### src/rtl/fft64_frame_sched.sv
// rtl/fft64_frame_sched.sv - round-robin whole-frame scheduler and result tagger for the 64-point FFT core
// Define FFT_SCHED_OVERLAP_EN to load the next frame while the previous result is still streaming out.
module fft64_frame_sched #(
  parameter int NUM_CH = 4,
  parameter int CH_W   = 3
) (
  input  logic                 clk,
  input  logic                 rstn,
  input  logic [NUM_CH-1:0]    s_valid,
  output logic [NUM_CH-1:0]    s_ready,
  input  logic [NUM_CH*24-1:0] s_real,
  input  logic [NUM_CH*24-1:0] s_imag,
  output logic                 core_din_valid,
  output logic [23:0]          core_din_real,
  output logic [23:0]          core_din_imag,
  input  logic                 core_dout_valid,
  input  logic [23:0]          core_dout_real,
  input  logic [23:0]          core_dout_imag,
  output logic                 m_valid,
  output logic [23:0]          m_real,
  output logic [23:0]          m_imag,
  output logic [CH_W-1:0]      m_ch,
  output logic                 m_last,
  output logic                 busy,
  output logic                 err
);

  typedef enum logic [1:0] {IDLE, LOAD, DRAIN} state_t;

  state_t          state, state_nxt;
  logic [CH_W-1:0] grant, last_grant, pick;
  logic            pick_found;
  logic [5:0]      in_cnt, out_cnt;
  logic [CH_W-1:0] tag_mem [2];
  logic            wr_ptr, rd_ptr;
  logic [1:0]      occ;
  logic            sel_valid, push, pop, fifo_empty;

  // Search starts one past the previous owner so every requester gets a turn.
  always_comb begin
    pick       = '0;
    pick_found = 1'b0;
    for (int k = 1; k <= NUM_CH; k++) begin
      for (int c = 0; c < NUM_CH; c++) begin
        if (!pick_found && s_valid[c] && (c == (int'(last_grant) + k) % NUM_CH)) begin
          pick_found = 1'b1;
          pick       = CH_W'(c);
        end
      end
    end
  end

  always_comb begin
    s_ready       = '0;
    sel_valid     = 1'b0;
    core_din_real = '0;
    core_din_imag = '0;
    if (state == LOAD) begin
      for (int c = 0; c < NUM_CH; c++) begin
        if (grant == CH_W'(c)) begin
          s_ready[c]    = 1'b1;
          sel_valid     = s_valid[c];
          core_din_real = s_real[24*c +: 24];
          core_din_imag = s_imag[24*c +: 24];
        end
      end
    end
  end

  assign core_din_valid = sel_valid;
  assign fifo_empty     = (occ == 2'd0);
  assign push           = (state == IDLE) && pick_found;
  assign pop            = core_dout_valid && (out_cnt == 6'd63) && !fifo_empty;
  assign busy           = (state != IDLE) || !fifo_empty;

  always_ff @(posedge clk or negedge rstn) begin
    if (!rstn) state <= IDLE;
    else       state <= state_nxt;
  end

  always_comb begin
    state_nxt = state;
    case (state)
      IDLE:  if (pick_found) state_nxt = LOAD;
      LOAD:  if (sel_valid && (in_cnt == 6'd63)) state_nxt = DRAIN;
      DRAIN: begin
`ifdef FFT_SCHED_OVERLAP_EN
        // The next start pulse is far enough behind the first result beat to be safe.
        if (core_dout_valid) state_nxt = IDLE;
`else
        if (pop) state_nxt = IDLE;
`endif
      end
      default: state_nxt = IDLE;
    endcase
  end

  always_ff @(posedge clk or negedge rstn) begin
    if (!rstn) begin
      grant      <= '0;
      last_grant <= CH_W'(NUM_CH - 1);
      in_cnt     <= '0;
      out_cnt    <= '0;
      tag_mem[0] <= '0;
      tag_mem[1] <= '0;
      wr_ptr     <= 1'b0;
      rd_ptr     <= 1'b0;
      occ        <= '0;
      m_valid    <= 1'b0;
      m_real     <= '0;
      m_imag     <= '0;
      m_ch       <= '0;
      m_last     <= 1'b0;
      err        <= 1'b0;
    end else begin
      if (push) begin
        grant           <= pick;
        tag_mem[wr_ptr] <= pick;
        wr_ptr          <= ~wr_ptr;
      end
      if (sel_valid) begin
        in_cnt <= in_cnt + 6'd1;
        if (in_cnt == 6'd63) last_grant <= grant;
      end
      if (core_dout_valid) out_cnt <= out_cnt + 6'd1;
      if (pop) rd_ptr <= ~rd_ptr;
      if (push && !pop)      occ <= occ + 2'd1;
      else if (pop && !push) occ <= occ - 2'd1;
      m_valid <= core_dout_valid;
      m_real  <= core_dout_real;
      m_imag  <= core_dout_imag;
      m_ch    <= (core_dout_valid && !fifo_empty) ? tag_mem[rd_ptr] : '0;
      m_last  <= core_dout_valid && (out_cnt == 6'd63);
      if (core_dout_valid && fifo_empty) err <= 1'b1;
    end
  end

endmodule

### config.mk
export PLATFORM = sky130hd
export DESIGN_NAME = fft64_frame_sched
export DESIGN_NICKNAME = d
export VERILOG_FILES = /design/src/rtl/fft64_frame_sched.sv
export SDC_FILE = /design/constraint.sdc
export NUM_CORES = 1
export LEC_CHECK = 0
export CAP_MARGIN = 20
export CORE_AREA = 3 3 138 140
export CTS_BUF_LIST = sky130_fd_sc_hd__clkbuf_4
export CTS_CLUSTER_SIZE = 14
export DETAILED_ROUTE_END_ITERATION = 10
export DIE_AREA = 0 0 141 143
export SYNTH_ARGS = -nofsm -noshare
export SYNTH_HDL_FRONTEND = slang
export SYNTH_SLANG_ARGS = --single-unit
### constraint.sdc
create_clock -name clk -period 2.7 [get_ports clk]
set_input_delay 0.54 -clock clk [delete_from_list [all_inputs] [get_ports clk]]
set_output_delay 0.54 -clock clk [all_outputs]
set_load 0.005 [all_outputs]
-- After elaboration in Yosys (flattened, before gate mapping)
Index checks and enable logic that the tools add are counted.
- register bits: 83
- input bits: 247
- output and inout bits: 108
- logic and storage cells: 195
- add/subtract/negate cells: 8
- magnitude comparators: 3
- eq/ne operators: 22
- muxes and demuxes: 64
- bitwise operators: 8
- reduce and logical (&&, ||, !) cells: 74
- operators by type and width (cell ; count):
    two-way mux 24 bit ; 10
    logical NOT 32 bit ; 4
    two-way mux 3 bit ; 18
    logical AND 1 bit ; 40
    two-way mux 1 bit ; 26
    equality test 3 bit, first input constant ; 8
    logical NOT 1 bit ; 18
    adder 6 x 1 -> 6 bit, second input constant ; 2
    equality test 2 x 3 -> 1 bit, first input constant ; 4
    equality test 6 bit, second input constant ; 2
    two-way mux 2 bit ; 6
    OR reduction 2 bit ; 4
    adder 2 x 1 -> 2 bit, second input constant ; 3
    bitwise mux 6 bit ; 1
    equality test 3 x 2 -> 1 bit, second input constant ; 2
    case mux 2 bit (3 select lines) ; 1
    adder 2 bit, second input constant ; 2
    AND 1 bit, first input constant ; 4
    greater-or-equal comparator 2 bit, second input constant ; 2
    logical NOT 2 bit ; 2
    two-way mux 4 bit ; 1
    != test 2 bit, second input constant ; 2
    inverter 1 -> 2 bit ; 2
    nonzero test 2 bit ; 2
    12 further kinds ; 13

-- Longest topological paths before layout
Gate-level depths: netlist of the first run.
- word-level depth: 71
- mapped depth: 8
- mapped depth without buffers: 8

-- Worst setup path after synthesis of the first run
OpenSTA, ideal clock, no wires.
- path kind: flip-flop to output port
- start: reg grant[0]
- end: out core_din_imag[10]
- data arrival time: 1521 ps
- data required time: 2160 ps
- setup slack: 639 ps
- cell stages (with the launch flop): 5
- buffers on the path: 2
- path through: dfrtp_1 > buf_2 > buf_2 > mux4_2 > and2_1
- cells in the longest elaborated chain, start to end: 6
- elaborated cells between the ends (all ways): 9
- those cells by class: 3 x eq/ne; 5 x mux; 1 x reduce/logical
- RTL lines (what ; line ; RTL):
    start, declared ; 31 ; logic [CH_W-1:0] grant, last_grant, pick;
    start signal, assigned ; 117 ; grant <= pick;
    logical NOT 3 bit ; 60 ; if (grant == CH_W'(c)) begin
    two-way mux 24 bit (3 in a row) ; 60 ;
    two-way mux 24 bit (*) ; 60 ;
    two-way mux 24 bit (*) ; 58 ; if (state == LOAD) begin
    end, declared ; 15 ; output logic [23:0] core_din_imag,
Mark *: on every way between the ends. The rest lies on a longest branch, timed or not.

-- Worst setup path after layout of the first run
- start: reg grant[0]
- end: out core_din_real[11]
- cells in the longest elaborated chain, start to end: 6
- elaborated cells between the ends (all ways): 9
- those cells by class: 3 x eq/ne; 5 x mux; 1 x reduce/logical
- RTL lines (what ; line ; RTL):
    logical NOT 3 bit ; 60 ;
    two-way mux 24 bit (3 in a row) ; 60 ;
    two-way mux 24 bit (*) ; 60 ;
    two-way mux 24 bit (*) ; 58 ;
    end, declared ; 14 ; output logic [23:0] core_din_real,
Marks and branches as above.

==> impl_metrics.json, run 1 <==
{
  "core_area_sq_um": 18000,
  "hold_viol_final": 0,
  "dr.first_iter.drc_count": 97,
  "grt-ovfl-total": 0,
  "clk_pin_slew_ps": 120,
  "critPathKind": "register to primary output",
  "cts.sink_count": 79,
  "max_cap_violations": 0,
  "synth_area_sq_um": 4100,
  "power_density_nw_per_um2": 726,
  "diodes": 0,
  "grtUsageTotal_pct": 16.3,
  "layout-drive-gt1-share_pct": 25.7,
  "htreeDepth": 3,
  "status": "finished clean",
  "rows": 49,
  "cts_buffers": 9,
  "cts.hold.buffers_added": 0,
  "crit_path_start_kind": "register",
  "cp_max_fo": 7,
  "ys_seq_area_share_pct": 48.3,
  "initial_core_util_pct": 22.8,
  "drtPass1Iterations": 5,
  "worstPathRequired_ps": 2160,
  "finalMaxSlewViolations": 0,
  "finalNetCount": 911,
  "syn_inst": 280,
  "p_leak_nw": 3.41,
  "rrSetupSlack_ps": 420,
  "post_drt_wl_per_cell_um": 18.9,
  "clk_latency_ps": 410,
  "drc": 0,
  "rsz0062_at_grt": "true",
  "synth-main-ff-cell": "dfrtp_1",
  "postRouteAntennaNets": 0,
  "synth-async-reset-ratio_pct": 100,
  "grt_max_degree": 51,
  "fill_cells": 1596,
  "worstPathArrival_ps": 2080,
  "die-height_um": 143,
  "die_w_um": 141,
  "grt_pass1_wl_um": 25200,
  "syn2layout_area_growth_pct": 104,
  "fin_crit_ps": 2620,
  "grt_pass1_vias": 4476,
  "cp-end-kind": "primary output",
  "clockBufferDepth": 2,
  "place_congestion": 0.850,
  "final-setup-viol-count": 0,
  "wirelength_um": 16900,
  "utilization_pct": 46.5,
  "yosysWarnings": 0,
  "cts_tree": "done",
  "vias": 3946,
  "clock_skew_ps": 13.7,
  "synth_cell_types": 37,
  "syn_nets": 530,
  "post-route-period-util_pct": 96.9,
  "synth_edf_count": 0,
  "ir_drop_v": 0.000442,
  "dieArea_sq_um": 20200,
  "fmax_ghz": 0.382,
  "syn_area_per_cell_sq_um": 14.6,
  "root_buffer": "clkbuf_4",
  "p_total_mw": 6.06,
  "synth-seq-cells": 79,
  "dpl.hpwl_um": 13400,
  "portBuffers": 353,
  "viasPerCell": 4.41,
  "grt_antenna_before_repair": 0,
  "hold_class": "primary input to async pin",
  "ioPinCount": 355
}
==> timing repair <==
action,in CTS,in global routing
endpoints found under the setup margin,49,38
gates cloned,6,0
pin swaps,11,4
endpoints found under the hold margin,0,0
resized for setup,113,66
setup buffers,14,4
==> logic make-up after synthesis <==
logic type | after synthesis | share of synthesized area (%)
simple gates | 90 | 13.2
flops | 79 | 48.3
mux | 62 | 30.3
buf+inv | 20 | 2.14
xor+xnor | 15 | 3.21
compound gates | 10 | 1.89
fa+ha+maj | 3 | 0.916
other cells | 1 | 0.0915
==> power breakdown <==
part | switching [mW] | leakage [nW] | internal (mW)
clock | 0.386 | 0.0654 | 0.274
sequential | 0.252 | 0.925 | 1.42
combinational | 1.33 | 2.42 | 2.40
total | 1.97 | 3.41 | 4.09
==> worst max-delay path: stages, from the launching register on <==
cell             delay [ps]
dfrtp_4                 530
buf_8                   150
buf_16                  140
mux4_2                  490
and2_4                  160
clkdlybuf4s15_2         200
==> stage by stage <==
stage	hold WS (ps)	worst slack (ps)	setup TNS, ps	std cells	area, sq um
after floorplan	244	639	0	280	4100
after global placement	450	73.9	0	860	8030
after detailed placement	453	87.3	0	860	8030
after CTS	31.2	-132	-1700	895	8460
after global routing	26.8	-34.6	-68.1	894	8350
final	53.2	84.9	0	894	8350
==> cell usage after synthesis (2+ instances only) <==
| master | number | share of area (%) |
|---|---|---|
| and3_1 | 3 | 0.46 |
| nor3_1 | 2 | 0.24 |
| nor2b_1 | 3 | 0.46 |
| dfrtp_1 | 77 | 47 |
| mux2_2 | 8 | 2.2 |
| and2_1 | 48 | 7.3 |
| mux2i_1 | 4 | 0.98 |
| xnor2_1 | 8 | 1.7 |
| dfstp_2 | 2 | 1.3 |
| clkbuf_1 | 7 | 0.64 |
| buf_1 | 4 | 0.37 |
| nand2_1 | 7 | 0.64 |
| nor4_1 | 2 | 0.31 |
| mux4_2 | 48 | 26 |
| o21ai_0 | 2 | 0.24 |
| buf_2 | 7 | 0.85 |
| a21o_1 | 3 | 0.55 |
| ha_1 | 3 | 0.92 |
| a21oi_1 | 2 | 0.24 |
| xor2_1 | 7 | 1.5 |
| nand2b_1 | 2 | 0.31 |
| nand4_1 | 5 | 0.76 |
| nor2_1 | 11 | 1.0 |
| mux2_4 | 2 | 0.73 |
==> sequential cells by signal (all words and copies together) (netlist names) <==
signal and flops:
m_imag 24, m_real 24, in_cnt 6, out_cnt 6, tag_mem 4, grant 2, last_grant 2, m_ch 2
occ 2, state 2, err 1, m_last 1, m_valid 1, rd_ptr 1, wr_ptr 1
==> layout make-up <==
cell class,count,area [sq um],share of cell area (%)
Clock buffer,9,67.6,0.810
Tap cell,229,287,3.43
Multi-Input combinational cell,181,2080,25.0
Timing Repair Buffer,389,3850,46.1
Sequential cell,79,1990,23.8
Clock inverter,6,62.6,0.750
Inverter,1,3.75,0.0450
==> worst paths after layout <==
check                                      from                         to  depth (start not counted)
setup reg to reg           grant[0]$_DFFE_PN0P_  last_grant[1]$_DFFE_PN1P_                          9
hold / removal                             rstn       m_real[17]$_DFF_PN0_                          1
setup / recovery           grant[0]$_DFFE_PN0P_          core_din_real[11]                          5
min in group clk                err$_DFFE_PN0P_            err$_DFFE_PN0P_                          1
max in group asynchronous                  rstn      in_cnt[3]$_DFFE_PN0P_                          2
hold reg to reg                 err$_DFFE_PN0P_            err$_DFFE_PN0P_                          1
==> routing by layer <==
layer	share of wire, %	up-vias	GRT usage [%]
li1	-	1794	-
met1	36	1909	18.0
met5	0	-	0
met3	9.6	10	6.06
met2	54	233	30.2
met4	0.90	0	3.06
==> cell usage in the layout, fill, tap and decap left out, types with 2 or more instances in the layout <==
cell	instances
nand2_1	7
clkbuf_4	9
buf_2	8
and3_1	3
mux2_4	2
nor3_1	2
xnor2_1	8
buf_12	7
buf_6	6
xor2_1	7
clkdlybuf4s15_1	11
mux2i_1	4
nor4_1	2
mux2_2	8
o21ai_0	2
clkdlybuf4s50_1	303
dfrtp_4	2
buf_4	18
and2_4	17
buf_16	4
dlygate4sd2_1	5
nand2b_1	2
a21o_1	3
ha_1	3
dfrtp_1	73
nor2b_1	2
a21oi_1	2
and2_1	31
nand4_1	5
dfrtp_2	2
clkinvlp_4	2
buf_8	3
clkbuf_2	23
mux4_2	48
nor2_1	11
dfstp_2	2
(Power assumes the default switching activity.)
==> inputs of run 2 (changes only) <==
CTS_CLUSTER_DIAMETER = 60   (was default)
==> results of run 2 <==
Same layout as run 1: the final DEF is identical, and so are final timing and power.
==> inputs of run 3 (changes only) <==
REMOVE_ABC_BUFFERS = 1   (was default)
SETUP_SLACK_MARGIN = 0.3   (was default)
==> run 3 against run 2 <==
Net effect:
- first-iteration DRC count grew 27%
- fmax is 0.35% lower
- clock skew is 5.5 ps higher
- worst hold slack gained 2.3 ps
- sequential cell count is the same
- worst setup slack worse by 9.1 ps
- critical path depth rose by 1
- count of clock-buffer cells in the layout is the same
- routed wire length increased by 9.0%
- clock power increased by 19%
- critical path type unchanged
==> impl_metrics.json, run 3 (synthesis results as in run 1) <==
{
  "status": "finished clean",
  "drc": 0,
  "mostFrequentLayoutCell": "clkdlybuf4s50_1",
  "cts.sink_count": 79,
  "power_density_nw_per_um2": 789,
  "reg2reg_from": "grant[0]$_DFFE_PN0P_",
  "p_leak_nw": 3.61,
  "ir_drop_v": 0.000594,
  "core_area_sq_um": 18000,
  "internal_power_mw": 4.71,
  "crit_slowest_cell": "dfrtp_4",
  "wirelength_um": 18500,
  "clockBufferDepth": 2,
  "grt_antenna_before_repair": 3,
  "max_cap_violations": 0,
  "ioPinCount": 355,
  "worstPathRequired_ps": 2160,
  "critical_path.cell_chain": "buf_12, buf_16, buf_8, mux4_2, and2_4, buf_6",
  "syn2layout_area_growth_pct": 112,
  "clk_latency_ps": 430,
  "rr_worst_depth": 8,
  "worstPathArrival_ps": 2080,
  "post-route-period-util_pct": 97.2,
  "grt_max_degree": 41,
  "switching_power_mw": 2.16,
  "finalNetCount": 920,
  "post_dp_cell_area_sq_um": 8030,
  "fin_crit_ps": 2620,
  "pwr-share-comb_pct": 65.1,
  "r2r-end": "last_grant[1]$_DFFE_PN1P_",
  "cp-end-kind": "primary output",
  "initial_core_util_pct": 22.8,
  "cp_max_fo": 5,
  "fin_area_sq_um": 8710,
  "die-height_um": 143,
  "grt-ovfl-total": 0,
  "grt_pass1_vias": 4565,
  "power_frac_clock_pct": 11.4,
  "final-setup-viol-count": 0,
  "worst_pin_slew_ps": 534,
  "layout_common_cells": "clkdlybuf4s50_1, dfrtp_1, mux4_2",
  "post_drt_wl_per_cell_um": 20.4,
  "cts_tree": "done",
  "grt_pass1_wl_um": 27200,
  "dp_slack_ps": 69.8,
  "fin_ws_ps": 75.8,
  "largestRegisters": "m_imag x24, m_real x24",
  "max_stage_delay_ps": 530,
  "clock_skew_ps": 19.3,
  "fmax_ghz": 0.381,
  "relSlewSlack_pct": 64.4,
  "rows": 49,
  "root_buffer": "clkbuf_4",
  "vias": 4068,
  "viasPerCell": 4.49,
  "rsz0062_at_grt": "true",
  "layout-drive-gt1-share_pct": 31.7,
  "die_w_um": 141,
  "dieArea_sq_um": 20200,
  "hold_viol_final": 0,
  "crit_path_start_kind": "register",
  "fin_setup_tns_ps": 0,
  "hold_class": "primary input to async pin",
  "seq_power_share_pct": 23.6,
  "finalMaxSlewViolations": 0,
  "grtUsageTotal_pct": 18.0,
  "clk_pin_slew_ps": 140,
  "place_congestion": 0.892,
  "dr.first_iter.drc_count": 123,
  "drtPass1Iterations": 4,
  "portBuffers": 353,
  "rrSetupSlack_ps": 550,
  "critPathKind": "register to primary output",
  "postRouteAntennaNets": 0,
  "swShare_pct": 31.5,
  "dpl.hpwl_um": 14600,
  "htreeDepth": 3,
  "cts_buffers": 9
}
-- run 3: cell count changes in the layout (fill, tap and decap cells not counted), sizes merged --
cell	previous run	this run
bufinv	1	2
clkbuf	32	10
buf	46	95
diode	0	3
dlygate4sd2	5	2
clkinvlp	2	0
inv	1	2
clkdlybuf4s50	303	299
clkdlybuf4s15	12	0
clkinv	3	4
bufbuf	0	1
-- run 3: through the flow --
step / utilization [%] / power, mW / instances / hold WS (ps)
2_1_floorplan: - / 3.31 / 261 / 244
5_1_grt: 48.5 / 7.31 / 907 / 49.7
4_1_cts: 47.8 / 6.79 / 903 / 30.3
3_3_place_gp: 44.7 / 5.17 / 859 / 446
3_5_place_dp: 44.7 / 5.21 / 859 / 464
6_report: 48.5 / 6.87 / 907 / 55.5
-- run 3: per-layer routing --
metal	vias up	global-route usage (%)	share of wire, %
met5	-	0	0
met4	0	4.49	0.91
met3	14	6.43	10
met2	232	34.1	54
met1	1999	18.8	34
li1	1823	-	-
-- run 3: worst max path at each step --
stage          cells after the start           endpoint  slack (ps)                 start
2_1_floorplan                      2   core_din_imag[0]        -710  grant[0]$_DFFE_PN0P_
3_3_place_gp                       4  core_din_real[13]          50            s_real[61]
3_5_place_dp                       4  core_din_real[13]          70            s_real[85]
4_1_cts                            6  core_din_imag[13]          30  grant[0]$_DFFE_PN0P_
5_1_grt                            6   core_din_real[6]           2  grant[0]$_DFFE_PN0P_
6_report                           6   core_din_real[6]          80  grant[0]$_DFFE_PN0P_
-- run 3: final cells by class --
cell class | count | area [sq um]
Clock inverter | 7 | 96.3
Clock buffer | 9 | 67.6
Sequential cell | 79 | 1990
Multi-Input combinational cell | 181 | 2120
Inverter | 1 | 3.75
Fill cell | 1597 | 9260
Timing Repair Buffer | 398 | 4140
Antenna cell | 3 | 7.51
Tap cell | 229 | 287
-- run 3: what timing repair did --
action	CTS	global route
gates cloned	6	0
setup endpoints to repair	53	51
pin swaps	31	10
hold buffers	0	0
setup buffers	22	1
resized for setup	269	25
-- run 3: power groups by stage --
stage	Sequential, mW	Clock, mW	Combinational [mW]
6_report	1.62	0.783	4.47
3_3_place_gp	1.69	0	3.48
2_1_floorplan	1.82	0	1.49
4_1_cts	1.62	0.821	4.35
5_1_grt	1.66	0.862	4.79
3_5_place_dp	1.69	0	3.51
-- run 3: worst max-delay path: cells and delay by family (launching register included) --
family                 cells  cell delay (ps)
buffers and inverters      4              520
DFF                        1              530
muxes                      1              450
and+or+nand+nor            1              160
